--- src/rtl/inst_fetch_unit.sv ---
// IF-stage fetch unit: owns the PC, drives the synchronous instruction memory
// and presents PC-tagged instructions to IF/ID with a one-deep stall buffer.
module inst_fetch_unit #(
  parameter logic [31:0] RESET_PC = 32'h0000_0000
) (
  input  logic        clk,
  input  logic        rst,
  output logic [31:0] InstAddr,
  input  logic [31:0] Instruction,
  input  logic        stall,
  input  logic        redirect_valid,
  input  logic [31:0] redirect_pc,
  output logic        if_valid,
  output logic [31:0] if_pc,
  output logic [31:0] if_inst
);

  typedef enum logic [1:0] {
    S_EMPTY  = 2'd0,
    S_STREAM = 2'd1,
    S_HOLD   = 2'd2
  } state_t;

  logic [31:0] fetch_pc_q, fetch_pc_d;
  logic [31:0] resp_pc_q, resp_pc_d;
  logic        resp_valid_q, resp_valid_d;
  logic [31:0] hold_pc_q, hold_pc_d;
  logic [31:0] hold_inst_q, hold_inst_d;
  logic        hold_valid_q, hold_valid_d;
  logic [31:0] pc_inc;
  state_t      state;

  // Low target bits are dropped: fetches are always word aligned.
  logic unused_redirect_lsb;
  assign unused_redirect_lsb = &{1'b0, redirect_pc[1:0]};

  assign InstAddr = fetch_pc_q;
  assign pc_inc   = fetch_pc_q + 32'd4;

  assign if_valid = hold_valid_q | resp_valid_q;
  assign if_pc    = hold_valid_q ? hold_pc_q   : resp_pc_q;
  assign if_inst  = hold_valid_q ? hold_inst_q : Instruction;

  always_comb begin
    state = S_EMPTY;
    if (hold_valid_q)
      state = S_HOLD;
    else if (resp_valid_q)
      state = S_STREAM;
  end

  always_comb begin
    fetch_pc_d   = fetch_pc_q;
    resp_pc_d    = resp_pc_q;
    resp_valid_d = resp_valid_q;
    hold_pc_d    = hold_pc_q;
    hold_inst_d  = hold_inst_q;
    hold_valid_d = hold_valid_q;
    if (redirect_valid) begin
      // The read already in flight belongs to the old path: squash it.
      fetch_pc_d   = {redirect_pc[31:2], 2'b00};
      resp_valid_d = 1'b0;
      hold_valid_d = 1'b0;
    end else begin
      unique case (state)
        S_EMPTY: begin
          resp_pc_d    = fetch_pc_q;
          resp_valid_d = 1'b1;
          fetch_pc_d   = pc_inc;
        end
        S_STREAM: begin
          resp_pc_d    = fetch_pc_q;
          resp_valid_d = 1'b1;
          if (stall) begin
            hold_pc_d    = resp_pc_q;
            hold_inst_d  = Instruction;
            hold_valid_d = 1'b1;
          end else begin
            fetch_pc_d = pc_inc;
          end
        end
        S_HOLD: begin
          // Memory keeps re-reading fetch_pc so its data is ready on release.
          resp_pc_d    = fetch_pc_q;
          resp_valid_d = 1'b1;
          if (!stall) begin
            hold_valid_d = 1'b0;
            fetch_pc_d   = pc_inc;
          end
        end
        default: begin
          resp_valid_d = 1'b0;
          hold_valid_d = 1'b0;
        end
      endcase
    end
  end

  always_ff @(posedge clk) begin
    if (rst) begin
      fetch_pc_q   <= RESET_PC;
      resp_pc_q    <= 32'h0;
      resp_valid_q <= 1'b0;
      hold_pc_q    <= 32'h0;
      hold_inst_q  <= 32'h0;
      hold_valid_q <= 1'b0;
    end else begin
      fetch_pc_q   <= fetch_pc_d;
      resp_pc_q    <= resp_pc_d;
      resp_valid_q <= resp_valid_d;
      hold_pc_q    <= hold_pc_d;
      hold_inst_q  <= hold_inst_d;
      hold_valid_q <= hold_valid_d;
    end
  end

endmodule

--- config.mk ---
export PLATFORM = sky130hd
export DESIGN_NAME = inst_fetch_unit
export DESIGN_NICKNAME = d
export VERILOG_FILES = /design/src/rtl/inst_fetch_unit.sv
export SDC_FILE = /design/constraint.sdc
export NUM_CORES = 1
export LEC_CHECK = 0
export CORE_AREA = 2 2 94 186
export DETAILED_ROUTE_END_ITERATION = 16
export DIE_AREA = 0 0 96 188
export GPL_ROUTABILITY_DRIVEN = 0
export SYNTH_ARGS = -nofsm -noshare
export SYNTH_HDL_FRONTEND = slang
export SYNTH_SLANG_ARGS = --single-unit
--- constraint.sdc ---
create_clock -name clk -period 5.6 [get_ports clk]
set_clock_uncertainty 0.15 [all_clocks]
set_input_delay 1.4 -clock clk [delete_from_list [all_inputs] [get_ports clk]]
set_output_delay 1.4 -clock clk [all_outputs]
set_load 0.02 [all_outputs]
==> impl_metrics.yaml <==
run_status:
  status: "complete, no violations"
critical_path:
  cp_max_fo: 2
  slowest_delay_ns: 0.61
  worstSetupPathType: "primary input to output pin"
  startpoint_type: "primary input"
  crit_chain: "clkdlybuf4s50_1 > mux2_2 > clkdlybuf4s50_1"
  rrSetupSlack_ns: 3.13
  crit_path_frequent_cell: "clkdlybuf4s50_1"
  crit_slowest_cell: "clkdlybuf4s50_1"
  cp.required_ns: 4.05
  cp-end-kind: "output pin"
  cp.arrival_ns: 2.67
cts:
  clock-sinks: 124
  post_cts_buffers: 0
  cts_tree: "built"
  ctsResizeCount: 0
  cts_buffer_depth: 2
  hold_buffers: 0
  cts_buffers: 17
  root_buffer: "clkbuf_16"
  clock_latency_ns: 0.41
  clk_pin_slew_worst_paths_ns: 0.06
  cts_htree_levels: 4
sta:
  tightest_slew_ns: 0.898
  fmax_ghz: 0.237
  fin_crit_ns: 4.22
  finalSetupViolations: 0
  slew_headroom_pct: 40.1
  setup_tns_ns: 0
  finalHoldViolations: 0
  slew_viol_final: 0
  rsz0062_at_grt: "false"
  fin_crit_sh_pct: 75.4
route:
  wl_met3_um: 705
  vias: 5073
  dr.pass1.iters: 5
  avgRoutedWirePerCell_um: 16.2
  drt-met1-wl_mm: 6.20
  drtIter0Drc: 182
  avgViaCountPerCell: 4.99
  drt-total-wl_mm: 16.5
  top_layer: "met4"
  drc_errors: 0
  met2_length_mm: 9.10
  ant_nets: 0
synthesis:
  synth_flop_cell: "dfxtp_1"
  yosys.area.top_type_share_pct: 43.7
  synth_cell_types: 45
  synth.avg_cell_area_sq_um: 8.59
  synth_area_sq_um: 5680
  yosysWarnings: 0
  synth_edf_count: 0
  seq_area_frac_synth_pct: 43.7
  ys_ff_latch: 124
  netlist_top_cells_area: "dfxtp_1 44%, mux2_2 12%, nand2_1 10%"
  async_flop_share_pct: 0
  syn_inst: 661
  synth.largest_area_cell: "dfxtp_1"
finish:
  final_common_cell: "clkdlybuf4s50_1"
  syn2layout_area_growth_pct: 39.8
  mostFrequentLayoutCells: "156 x clkdlybuf4s50_1, 151 x nand2_1, 123 x dfxtp_1"
  final_layout_size_suffix_gt1_share_pct: 13.6
  nets: 865
  final_util_pct: 47.6
power:
  ir_drop_mv: 0.181
  power_density_nw_per_um2: 294
  total_leakage_power_nw: 2.87
  p_total_mw: 2.33
hold_path:
  hold_path.class: "flip-flop to flip-flop"
floorplanning:
  die_w_um: 96
  die_area_sq_um: 18000
  die_y_um: 188
  core_area_sq_um: 16700
  start_util_pct: 34.0
  rows: 67
  top_level_ports: 165
place:
  port_buffers: 158
  dp_hpwl_mm: 11.3
grt:
  grt_usage_pct: 18.4
  grt_max_degree: 78
  grt_pass1_vias: 5040
  antenna_found_initial: 2
  globalRouteOverflowTotal: 0
  grt_pass1_wl_mm: 25.6
run:
  max-cap-violations: 0
-- cell usage after synthesis (all sizes together) (2+ instances only) --
library cell    n
a211oi         16
a21oi          78
and2            2
and3            6
buf             8
clkbuf         42
dfxtp         124
inv             6
mux2           62
mux2i          29
nand2         151
nand3           9
nand4          13
nor2           53
nor3            9
nor4            6
o21a            2
o21ai           2
or2             2
or3             3
xnor2          18
xor2            8
-- layer usage --
layer | vias to the layer above | GRT usage, %
li1 | 2517 | -
met5 | - | 0
met3 | 24 | 3.50
met2 | 124 | 34.4
met1 | 2408 | 18.7
met4 | 0 | 8.35
-- stage by stage --
step	setup WS, ns	cell area (sq um)	instances	hold slack (ns)
CTS	1.37	7930	1014	0.304
finish	1.38	7940	1016	0.302
floorplan	2.35	5690	664	0.283
global route	1.35	7940	1016	0.317
global placement	1.41	7350	984	0.288
detailed placement	1.37	7350	984	0.295
-- registers in the layout, summed over array words and instances, names as in the netlist --
register / cells
hold_valid_q: 1
InstAddr: 30
hold_inst_q: 32
resp_pc_q: 30
resp_valid_q: 1
hold_pc_q: 30
-- power by group --
| part | internal (mW) | switching [mW] | leakage (nW) |
|---|---|---|---|
| clock network | 0.685 | 0.398 | 0.278 |
| registers | 0.912 | 0.0404 | 1.01 |
| logic | 0.154 | 0.145 | 1.58 |
-- final timing paths --
| check | start | endpoint | cells past startpoint |
|---|---|---|---|
| setup / recovery | Instruction[25] | if_inst[25] | 3 |
| hold / removal | hold_pc_q[30] | hold_pc_q[30] | 2 |
| setup reg to reg | InstAddr[3] | InstAddr[22] | 6 |
| hold reg to reg | hold_pc_q[30] | hold_pc_q[30] | 2 |
-- cells by family (layout without fill, tap and decap cells) --
| logic type | after synthesis | in the layout | share of synthesized area, % |
|---|---|---|---|
| XOR/XNOR | 26 | 26 | 4.01 |
| other | 1 | 6 | 0.0661 |
| AND/OR/NAND/NOR | 257 | 257 | 19.8 |
| adder cells (fa/ha/maj) | 1 | 1 | 0.220 |
| AO/OA/AOI/OAI | 105 | 105 | 10.6 |
| buffers and inverters | 56 | 199 | 4.17 |
| multiplexers | 91 | 91 | 17.4 |
| flip-flops | 124 | 124 | 43.7 |
-- layout make-up --
class | count | area (sq um)
inverter | 6 | 22.5
clock buffer | 19 | 464
multi-input combinational | 484 | 2970
fill | 1594 | 8740
sequential | 124 | 2490
clock inverter | 11 | 119
tap | 207 | 259
antenna | 2 | 5.00
timing repair buffer | 163 | 1610
-- worst max-delay path, delay by kind of cell --
family | cells | cell delay (ns)
buffers and inverters | 2 | 1.10
muxes | 1 | 0.17
Note: power is estimated with default switching activity, not from simulation.
